`src/rtl/awmf0165_pkg.sv`:
```
`default_nettype none
// ============================================================================
// Module : awmf0165_pkg -- state encoding and parameter defaults for the
//          AWMF-0165 SPI frame transmitter.          Rev : 1.0 initial release
// ============================================================================
package awmf0165_pkg;

   localparam int FIFO_DATA_W    = 256;

   localparam int FRAME_BITS_DEF = 256;
   localparam int SCLK_HALF_DEF  = 4;
   localparam int CS_SETUP_DEF   = 2;
   localparam int CS_HOLD_DEF    = 2;
   localparam int LDB_WIDTH_DEF  = 4;
   localparam int GAP_CYC_DEF    = 8;

   localparam logic [2:0] IDLE  = 3'd0;
   localparam logic [2:0] WAIT  = 3'd1;
   localparam logic [2:0] LOAD  = 3'd2;
   localparam logic [2:0] SETUP = 3'd3;
   localparam logic [2:0] SHIFT = 3'd4;
   localparam logic [2:0] HOLD  = 3'd5;
   localparam logic [2:0] LATCH = 3'd6;
   localparam logic [2:0] GAP   = 3'd7;

endpackage
`default_nettype wire

```
`src/rtl/awmf0165_sclk_gen.sv`:
```
`default_nettype none
// ============================================================================
// Module : awmf0165_sclk_gen -- SCLK divider, low phase first, cleared while
//          disabled.                                  Rev : 1.0 initial release
// ============================================================================
module awmf0165_sclk_gen #(
   parameter int SCLK_HALF = 4
) (
   input  logic read_clk,
   input  logic sys_rst,
   input  logic en,
   output logic sclk,
   output logic rise_pulse,
   output logic fall_pulse
);

   logic [7:0] cnt_q, cnt_d;
   logic       sclk_q, sclk_d;
   logic       tc;

   assign tc = (cnt_q == 8'(SCLK_HALF - 1));

   always_comb begin
      cnt_d  = 8'd0;
      sclk_d = 1'b0;
      if (en) begin
         if (tc) begin
            cnt_d  = 8'd0;
            sclk_d = ~sclk_q;
         end else begin
            cnt_d  = cnt_q + 8'd1;
            sclk_d = sclk_q;
         end
      end
   end

   always_ff @(posedge read_clk) begin
      if (sys_rst) begin
         cnt_q  <= 8'd0;
         sclk_q <= 1'b0;
      end else begin
         cnt_q  <= cnt_d;
         sclk_q <= sclk_d;
      end
   end

   // pulses flag the edge on which sclk is about to toggle
   assign sclk       = sclk_q;
   assign rise_pulse = en & tc & ~sclk_q;
   assign fall_pulse = en & tc &  sclk_q;

endmodule
`default_nettype wire

```
`src/rtl/awmf0165_spi_frame_tx.sv`:
```
`default_nettype none
// ============================================================================
// Module : awmf0165_spi_frame_tx -- pops one FIFO word per frame, shifts it
//          MSB-first over SPI, then pulses LDB.       Rev : 1.0 initial release
// ============================================================================
module awmf0165_spi_frame_tx
   import awmf0165_pkg::*;
#(
   parameter int FRAME_BITS = FRAME_BITS_DEF,
   parameter int SCLK_HALF  = SCLK_HALF_DEF,
   parameter int CS_SETUP   = CS_SETUP_DEF,
   parameter int CS_HOLD    = CS_HOLD_DEF,
   parameter int LDB_WIDTH  = LDB_WIDTH_DEF,
   parameter int GAP_CYC    = GAP_CYC_DEF
) (
   input  logic                   read_clk,
   input  logic                   sys_rst,
   input  logic                   tx_enable,
   input  logic                   adsdata_fifo_empty,
   input  logic [FIFO_DATA_W-1:0] read_data_i,
   output logic                   read_data_en,
   output logic                   spi_csb,
   output logic                   spi_sclk,
   output logic                   spi_sdi,
   output logic                   spi_ldb,
   output logic                   tx_busy,
   output logic                   frame_done,
   output logic [15:0]            frame_cnt
);

   logic [2:0]            state_q, state_d;
   logic [7:0]            cyc_q, cyc_d;
   logic [8:0]            bit_cnt_q, bit_cnt_d;
   logic [FRAME_BITS-1:0] shift_reg_q, shift_reg_d;
   logic                  rd_en_q, rd_en_d;
   logic                  csb_q, csb_d;
   logic                  sdi_q, sdi_d;
   logic                  ldb_q, ldb_d;
   logic                  busy_q, busy_d;
   logic                  done_q, done_d;
   logic [15:0]           frame_cnt_q, frame_cnt_d;

   logic                  shift_en;
   logic                  fall_pulse;
   logic                  rise_unused;
   logic                  unused_ok;

   assign shift_en = (state_q == SHIFT);

   awmf0165_sclk_gen #(
      .SCLK_HALF (SCLK_HALF)
   ) u_sclk_gen (
      .read_clk   (read_clk),
      .sys_rst    (sys_rst),
      .en         (shift_en),
      .sclk       (spi_sclk),
      .rise_pulse (rise_unused),
      .fall_pulse (fall_pulse)
   );

   always_comb begin
      state_d = state_q;
      case (state_q)
         IDLE:  if (tx_enable && !adsdata_fifo_empty) state_d = WAIT;
         WAIT:  state_d = LOAD;
         LOAD:  state_d = SETUP;
         SETUP: if (cyc_q == 8'(CS_SETUP - 1)) state_d = SHIFT;
         SHIFT: if (fall_pulse && (bit_cnt_q == 9'd1)) state_d = HOLD;
         HOLD:  if (cyc_q == 8'(CS_HOLD - 1)) state_d = LATCH;
         LATCH: if (cyc_q == 8'(LDB_WIDTH - 1)) state_d = (GAP_CYC == 0) ? IDLE : GAP;
         GAP:   if (cyc_q == 8'(GAP_CYC - 1)) state_d = IDLE;
         default: state_d = IDLE;
      endcase
   end

   // Every registered output is derived from the next state so that it
   // changes on the same edge as the state itself.
   always_comb begin
      cyc_d       = (state_d != state_q) ? 8'd0 : cyc_q + 8'd1;
      shift_reg_d = shift_reg_q;
      bit_cnt_d   = bit_cnt_q;
      sdi_d       = sdi_q;

      if (state_q == LOAD) begin
         shift_reg_d = read_data_i[FIFO_DATA_W-1 -: FRAME_BITS];
         bit_cnt_d   = 9'(FRAME_BITS);
         sdi_d       = read_data_i[FIFO_DATA_W-1];
      end else if (shift_en && fall_pulse) begin
         bit_cnt_d = bit_cnt_q - 9'd1;
         if (bit_cnt_q != 9'd1) begin
            shift_reg_d = {shift_reg_q[FRAME_BITS-2:0], 1'b0};
            sdi_d       = shift_reg_q[FRAME_BITS-2];
         end
      end
      if (state_d == LATCH || state_d == GAP || state_d == IDLE) sdi_d = 1'b0;

      rd_en_d     = (state_q == IDLE) && (state_d == WAIT);
      csb_d       = !(state_d == SETUP || state_d == SHIFT || state_d == HOLD);
      ldb_d       = (state_d != LATCH);
      busy_d      = (state_d != IDLE);
      done_d      = (state_d == LATCH) && (cyc_d == 8'(LDB_WIDTH - 1));
      frame_cnt_d = frame_cnt_q;
      if (done_d) frame_cnt_d = frame_cnt_q + 16'd1;
   end

   always_ff @(posedge read_clk) begin
      if (sys_rst) begin
         state_q     <= IDLE;
         cyc_q       <= 8'd0;
         bit_cnt_q   <= 9'd0;
         shift_reg_q <= '0;
         rd_en_q     <= 1'b0;
         csb_q       <= 1'b1;
         sdi_q       <= 1'b0;
         ldb_q       <= 1'b1;
         busy_q      <= 1'b0;
         done_q      <= 1'b0;
         frame_cnt_q <= 16'd0;
      end else begin
         state_q     <= state_d;
         cyc_q       <= cyc_d;
         bit_cnt_q   <= bit_cnt_d;
         shift_reg_q <= shift_reg_d;
         rd_en_q     <= rd_en_d;
         csb_q       <= csb_d;
         sdi_q       <= sdi_d;
         ldb_q       <= ldb_d;
         busy_q      <= busy_d;
         done_q      <= done_d;
         frame_cnt_q <= frame_cnt_d;
      end
   end

   assign read_data_en = rd_en_q;
   assign spi_csb      = csb_q;
   assign spi_sdi      = sdi_q;
   assign spi_ldb      = ldb_q;
   assign tx_busy      = busy_q;
   assign frame_done   = done_q;
   assign frame_cnt    = frame_cnt_q;

   // Bits below the frame window, the shifted-out MSB and the rise strobe
   // have no consumer here.
   assign unused_ok = ^{read_data_i, shift_reg_q[FRAME_BITS-1], rise_unused};

endmodule
`default_nettype wire
```
`config.mk`:
```
export PLATFORM = sky130hd
export DESIGN_NAME = awmf0165_spi_frame_tx
export DESIGN_NICKNAME = d
export VERILOG_FILES = /design/src/rtl/awmf0165_pkg.sv /design/src/rtl/awmf0165_sclk_gen.sv /design/src/rtl/awmf0165_spi_frame_tx.sv
export SDC_FILE = /design/constraint.sdc
export NUM_CORES = 1
export LEC_CHECK = 0
export ABC_AREA = 1
export CAP_MARGIN = 20
export CORE_ASPECT_RATIO = 0.7
export CORE_MARGIN = 3
export CORE_UTILIZATION = 52
export CTS_BUF_LIST = sky130_fd_sc_hd__clkbuf_2
export DETAILED_ROUTE_END_ITERATION = 12
export MAX_ROUTING_LAYER = met4
export PLACE_DENSITY_LB_ADDON = 0.1
export SYNTH_ARGS = -nofsm -noshare
export SYNTH_HDL_FRONTEND = slang
export SYNTH_SLANG_ARGS = --single-unit
```
`constraint.sdc`:
```
create_clock -name read_clk -period 2.15 [get_ports read_clk]
set_clock_uncertainty 0.05 [all_clocks]
set_input_delay 0.215 -clock read_clk [delete_from_list [all_inputs] [get_ports read_clk]]
set_output_delay 0.215 -clock read_clk [all_outputs]
set_load 0.005 [all_outputs]
```
# == Word-level counts from Yosys, hierarchy flattened ==
# Cells that the tools add are included.
# classes
add_sub_neg,4
bitwise,4
eq_ne,22
n_mux,16
reduce_logical,21
# op_table
operator,count
255-bit 2-to-1 mux,3
3-bit == test (second input constant),8
8-bit by 2-bit == test with 1-bit output (second input constant),3
3-bit case mux with 8 select lines,1
3-bit 2-to-1 mux,6
9-bit 2-to-1 mux,2
16-bit by 1-bit adder with 16-bit output (second input constant),1
8-bit by 1-bit adder with 8-bit output (second input constant),2
3-bit by 2-bit == test with 1-bit output (second input constant),3
9-bit by 1-bit == test with 1-bit output (second input constant),1
9-bit by 1-bit != test with 1-bit output (second input constant),1
9-bit by 1-bit subtractor with 9-bit output (second input constant),1
8-bit by 1-bit == test with 1-bit output (second input constant),1
8-bit by 3-bit == test with 1-bit output (second input constant),1
8-bit 2-to-1 mux,1
3-bit by 1-bit == test with 1-bit output (second input constant),2
3-bit zero test,2
2-bit OR reduction,3
1-bit logical AND,5
1-bit logical OR,4
2-bit nonzero test,2
1-bit 2-to-1 mux,3
3-bit != test,1
3-bit != test (second input constant),1
other kinds (6),9
# totals
out_inout_bits,23
input_bits,260
reg_bits,306

# == Longest topological paths before layout ==
# depth
depth_word,10
mapped_depth,16
mapped_depth_nobuf,15

# == Cells and area by module ==
# Synthesis repeated with hierarchy kept, for this count alone.
# unflattened
hier_cells,1840
hier_area_um2,13681.9
# by_module_without_submodules
mod,cells_per_inst,area_per_inst_um2,instances,seq_area_each_um2
awmf0165_spi_frame_tx,1769,13161.4,1,5945.7
awmf0165_sclk_gen,71,520.5,1,180.2

# == Worst setup path before layout ==
# No wires, ideal clock.
# synth_path
path_type,register to register
from,register cyc_q[0]
to,"register frame_cnt_q[5], in the netlist frame_cnt[5]"
synth_period_minus_slack_ps,1963
path_stages_with_launch,14
setup_slack_ps,187
t_arrival_ps,1798
cell_sequence,dfxtp_1 ha_1 nand3_1 o21ai_2 nand2_1 nor2_2 nand4_1 nand2_2 nand4_2 buf_6 nor2_2 nand3_1 nand2_1 nor2_1
# synth_via
elab_chain_cells,7
elab_cells_between_ends,14
# synth_lines
item,line,rtl
from (decl),awmf0165_spi_frame_tx.sv:32,"logic [7:0] cyc_q, cyc_d;"
from (signal assigned),awmf0165_spi_frame_tx.sv:121,cyc_q <= cyc_d;
8-bit by 3-bit == test with 1-bit output (tied with other cells),awmf0165_spi_frame_tx.sv:71,GAP: if (cyc_q == 8'(GAP_CYC - 1)) state_d = IDLE;
3-bit 2-to-1 mux (on tied branches),n/a,
3-bit case mux with 8 select lines,awmf0165_spi_frame_tx.sv:63,case (state_q)
3-bit != test,awmf0165_spi_frame_tx.sv:79,cyc_d = (state_d != state_q) ? 8'd0 : cyc_q + 8'd1;
8-bit 2-to-1 mux,awmf0165_spi_frame_tx.sv:79,
8-bit by 2-bit == test with 1-bit output,awmf0165_spi_frame_tx.sv:101,done_d = (state_d == LATCH) && (cyc_d == 8'(LDB_WIDTH - 1));
1-bit logical AND *,awmf0165_spi_frame_tx.sv:101,
to (signal assigned),awmf0165_spi_frame_tx.sv:130,frame_cnt_q <= frame_cnt_d;
to (decl),awmf0165_spi_frame_tx.sv:41,"logic [15:0] frame_cnt_q, frame_cnt_d;"
# Mark *: on every way between the ends. The rest lies on a longest branch, timed or not.
# A chain may end at the register's enable or synchronous reset.

# == Final worst setup path ==
# layout_path
from,register u_sclk_gen.cnt_q[0]
to,register shift_reg_q[121]
# layout_via
elab_chain_cells,6
# layout_lines
item,line,rtl
from (decl),awmf0165_sclk_gen.sv:17,"logic [7:0] cnt_q, cnt_d;"
from (signal assigned),awmf0165_sclk_gen.sv:42,cnt_q <= cnt_d;
8-bit by 2-bit == test with 1-bit output,awmf0165_sclk_gen.sv:21,assign tc = (cnt_q == 8'(SCLK_HALF - 1));
1-bit AND,n/a,
1-bit AND,awmf0165_sclk_gen.sv:50,assign fall_pulse = en & tc & sclk_q;
1-bit logical AND,awmf0165_spi_frame_tx.sv:88,end else if (shift_en && fall_pulse) begin
2-bit nonzero test (no line),n/a,
2-bit AND reduction (no line),n/a,
to (signal assigned),awmf0165_spi_frame_tx.sv:123,shift_reg_q <= shift_reg_d;
to (decl),awmf0165_spi_frame_tx.sv:34,"logic [FRAME_BITS-1:0] shift_reg_q, shift_reg_d;"
# Every way passes these cells.

==> summary.md <==
The run finished with clean final reports. After clock tree synthesis, the clock-pin slew on the worst setup and hold paths is 110 ps. Once detail routing completed, the nets flagged for antenna violations numbered 0. The initial antenna violation count was 9; the net count of the mapped netlist was 1866. The via-per-instance ratio works out to 5.52. The tightest min-delay check is of the input port to flop type. In this run the tool buffered the top-level ports with 282 buffer cells. The worst-case IR drop observed on VDD is 0.000439 V.

The setup check on the worst reg-to-reg path leaves a slack of 10 ps. The register bit count reported by yosys works out to 306. In this design, the largest share of critical-path delay is due to simple AND/OR/NAND/NOR gates.

The largest net degree at the start of global routing is 157, and the share of synthesized registers carrying an async set or reset is 0%. The longest clock path from root to sink contains 3 buffers. Across the run, the number of max-cap violations was 0. The CTS sink count was 306. Primary flip-flop cell chosen by synthesis mapping: dfxtp_1.

Pin placement for this block handled 283 I/O pins. The logs give 22200 µm for the detailed-placement wirelength estimate and 46 for the number of cell rows. Among all stages on the critical path, the largest delay is contributed by dfxtp_2. The tools report the origin of the worst min-delay path as read_data_i[115]. At the later pin of the worst-skew pair, clock insertion delay measures 830 ps. The die covers 25900 µm². The library cell appearing most often on the critical path is buf_12. In the final layout, the multi-input gates occupy 5710 µm². For this block, the routed nets add up to 40900 µm of wire. The floorplan step set the die width to 191 µm. TritonCTS created 72 clock buffers. Largest fanout on the critical path: 32.

The signal on the critical path passes through ha_2 > nand3_1 > nor2_4 > inv_2 > nor2_2 > nand2_2 > nor2_4 > buf_12 > buf_12 > buf_12 > nand2_1 > a31oi_1. The vias after detailed routing is 13.6k. Summing the areas of all fa, ha and maj instances in the mapped netlist gives 0.602% of the synthesized area. For the pin with the worst max-slew slack, the measured transition is 714 ps. The worst path in the final design needs a cycle of 2140 ps, including I/O delays and setup. The share of the clock period used by the worst path is 99.4%. Of the synthesized area, sequential elements account for 49.1%.

The first global-routing pass estimated 61700 µm of wire. Once placement completed, the tool counted placed cells totaling 2114. The filler cell count is 1441, and the per-instance average area after synthesis is 7.79 µm². The number of buffer and inverter stages on the critical path works out to 4.

After the flow finishes, the layout carries non-filler instances totaling 2464. The first detailed-routing pass ran for 6 iterations. After synthesis, the largest family of logic cells by area is compound AO/OA/AOI/OAI gates. The setup violation total in the final timing report was 0; the post-synthesis cell count was 1600. CTS built an H-tree with a depth of 3. The tools report the number of nets in the layout as 2362.

The tools report the root buffer cell as clkbuf_2. The synthesized netlist devotes 22.7% of its cell area to compound gates. Of the post-synthesis cell area, the part taken by muxes is 0%. The total global-route track usage was 29.5%.

The worst endpoint required time came out at 2820 ps. The overall die height was 136 µm. The final global-route overflow total was 0; the weighted congestion at the end of routability-driven global placement was 0.857. Counting cells, the worst reg-to-reg path comes to 12.

The worst stage delay on the critical path is 360 ps. In this run, synthesis inferred 0 flip-flops with an integrated enable. Headroom to the max-slew limit: 52.4%. Yosys printed 0 warnings.

By startpoint and endpoint, the worst setup path is classified as flop to flop. Once the floorplan was initialized, standard cells occupied 54.0% of the core. Power density over the cells: 640 nW/µm².

For this design the static power due to leakage is 6.77 nW. Reg-to-reg critical path endpoint: shift_reg_q[121]. Summing the areas of all xor and xnor instances in the mapped netlist gives 0.281% of the synthesized area. The via count of the first global-routing pass was 12.9k. The synthesis-to-finish area growth is 51.1%.

The completed layout was analyzed and its total power is 12.0 mW. The tools report the arrival time at the worst endpoint as 2800 ps. STA classifies the critical path endpoint as a flop. The tools report the number of max-slew violations in the final report as 0. The hold-critical path endpoint was shift_reg_q[115]. The placeable core area is 23100 µm², and the highest clock rate is 468 MHz. Setup repair after global routing could not meet its margin everywhere. The worst register-to-register path begins at u_sclk_gen.cnt_q[0]. Dividing the detail-routed wire length by the instance count gives 16.6 µm.

The number of failing hold endpoints at the final stage is 0. For the final core utilization, the log shows 81.6%. Kind of start point of the critical path: a flop.

Count of cells along the worst hold path: 3. TritonCTS built the clock tree. For this block, the initial DRC count from the detailed router was 1316. The number of remaining DRC errors is 0. After synthesis the cells add up to 12500 µm². The count of different cell masters after synthesis came out at 40. Summing the areas of all and, or, nand and nor instances in the mapped netlist gives 21.1% of the synthesized area.

In the final layout, the share of cells above drive strength 1 is 10.5%. Summing all flip-flop and latch instances after layout gives 6140 µm².
==> stage by stage <==
step	hold slack, ps	TNS (ps)	cell area [µm²]	setup WS, ps
finish	57.0	0	18800	13.1
global route	2.48	-1460	18800	-133
CTS	0.556	0	18300	5.04
detailed placement	391	-73.1	15700	-39.0
global placement	380	0	15700	74.7
floorplan	314	0	12500	187
==> timing repair <==
action | CTS | global route
pin swaps | 0 | 14
endpoints found under the setup margin | 6 | 253
gates resized for setup | 2 | 67
buffers inserted | 0 | 11
cloned | 0 | 5
hold buffers | 200 | 4
hold endpoints to repair | 219 | 4
==> where the power goes <==
group	total [mW]	switching [mW]	leakage [nW]	internal, mW
clock network	3.79	2.32	0.479	1.48
registers	6.19	0.196	2.49	6.00
logic	2.06	0.932	3.80	1.13
==> cell usage in the layout (no fill, tap or decap), drive strengths merged, types with 6 or more instances in the layout <==
| cell | count |
|---|---|
| dfxtp | 306 |
| a31oi | 91 |
| clkinv | 17 |
| nor3 | 17 |
| clkdlybuf4s50 | 281 |
| clkbuf | 105 |
| a22oi | 162 |
| nand3 | 29 |
| a21oi | 181 |
| dlygate4sd3 | 204 |
| inv | 64 |
| nor2 | 80 |
| nand2 | 508 |
| diode | 12 |
| buf | 47 |
| ha | 6 |
| o21ai | 8 |
| nor3b | 6 |
==> layer usage <==
| metal | vias to the layer above | wire length, µm | track usage, % |
|---|---|---|---|
| li1 | 6510 | - | - |
| met1 | 6339 | 16900 | 37.7 |
| met2 | 651 | 19600 | 46.6 |
| met3 | 100 | 3380 | 7.16 |
| met4 | 0 | 964 | 9.49 |
| met5 | - | 0 | - |
==> cell families (layout without fill, tap and decap cells) <==
| logic type | after synthesis | in the layout |
|---|---|---|
| XOR/XNOR | 4 | 4 |
| AND/OR/NAND/NOR | 650 | 650 |
| AO/OA/AOI/OAI | 453 | 453 |
| adder cells (fa/ha/maj) | 6 | 6 |
| other | 0 | 12 |
| flip-flops | 306 | 306 |
| buffers and inverters | 181 | 721 |
==> flip-flops by register name, indices dropped and copies added (netlist names) <==
name and flops:
bit_cnt_q 9, cyc_q 8, frame_cnt 16, frame_done 1, read_data_en 1, shift_reg_q 255, spi_csb 1, spi_ldb 1
spi_sdi 1, state_q 3, tx_busy 1, u_sclk_gen.cnt_q 8, u_sclk_gen.sclk 1
==> area by class of cell <==
class | count | share of cell area (%)
diodes | 12 | 0.159
clock buffers | 99 | 2.63
clock inverters | 19 | 0.737
inverters | 65 | 1.41
multi-input cells | 1113 | 30.3
flip-flops and latches | 306 | 32.6
well taps | 312 | 2.07
repair buffers | 538 | 30.1
==> cells in the mapped netlist, types with 3 or more instances <==
library cell / count / area share (%)
nand2_1: 504 / 15
dfxtp_1: 306 / 49
a21oi_1: 181 / 7.3
a22oi_1: 162 / 9.8
a31oi_1: 91 / 4.6
nor2_1: 68 / 2.0
clkbuf_1: 66 / 2.0
inv_1: 58 / 1.7
buf_2: 37 / 1.5
nand3_1: 28 / 1.1
nor3_1: 17 / 0.68
buf_4: 10 / 0.60
nor2_2: 8 / 0.40
ha_1: 6 / 0.60
nor3b_1: 6 / 0.36
inv_2: 5 / 0.15
o21ai_0: 5 / 0.20
nand2_2: 4 / 0.20
nand4_1: 3 / 0.15
nor2_4: 3 / 0.27
o21a_1: 3 / 0.18
==> worst max-delay path by stage <==
stage	start	endpoint	slack (ps)	cells past startpoint
2_1_floorplan	cyc_q[0]	frame_cnt[5]	190	13
3_3_place_gp	u_sclk_gen.cnt_q[0]	frame_cnt[15]	70	13
3_5_place_dp	u_sclk_gen.cnt_q[0]	frame_cnt[5]	-40	13
4_1_cts	cyc_q[1]	frame_cnt[5]	5	13
5_1_grt	cyc_q[2]	frame_cnt[14]	-130	13
6_report	u_sclk_gen.cnt_q[0]	shift_reg_q[121]	10	12
==> worst min-delay path, stage by stage <==
cell,delay (ps)
clkdlybuf4s50_1,460
a22oi_1,80
a21oi_1,110
Note: power is estimated with default switching activity, not from simulation.
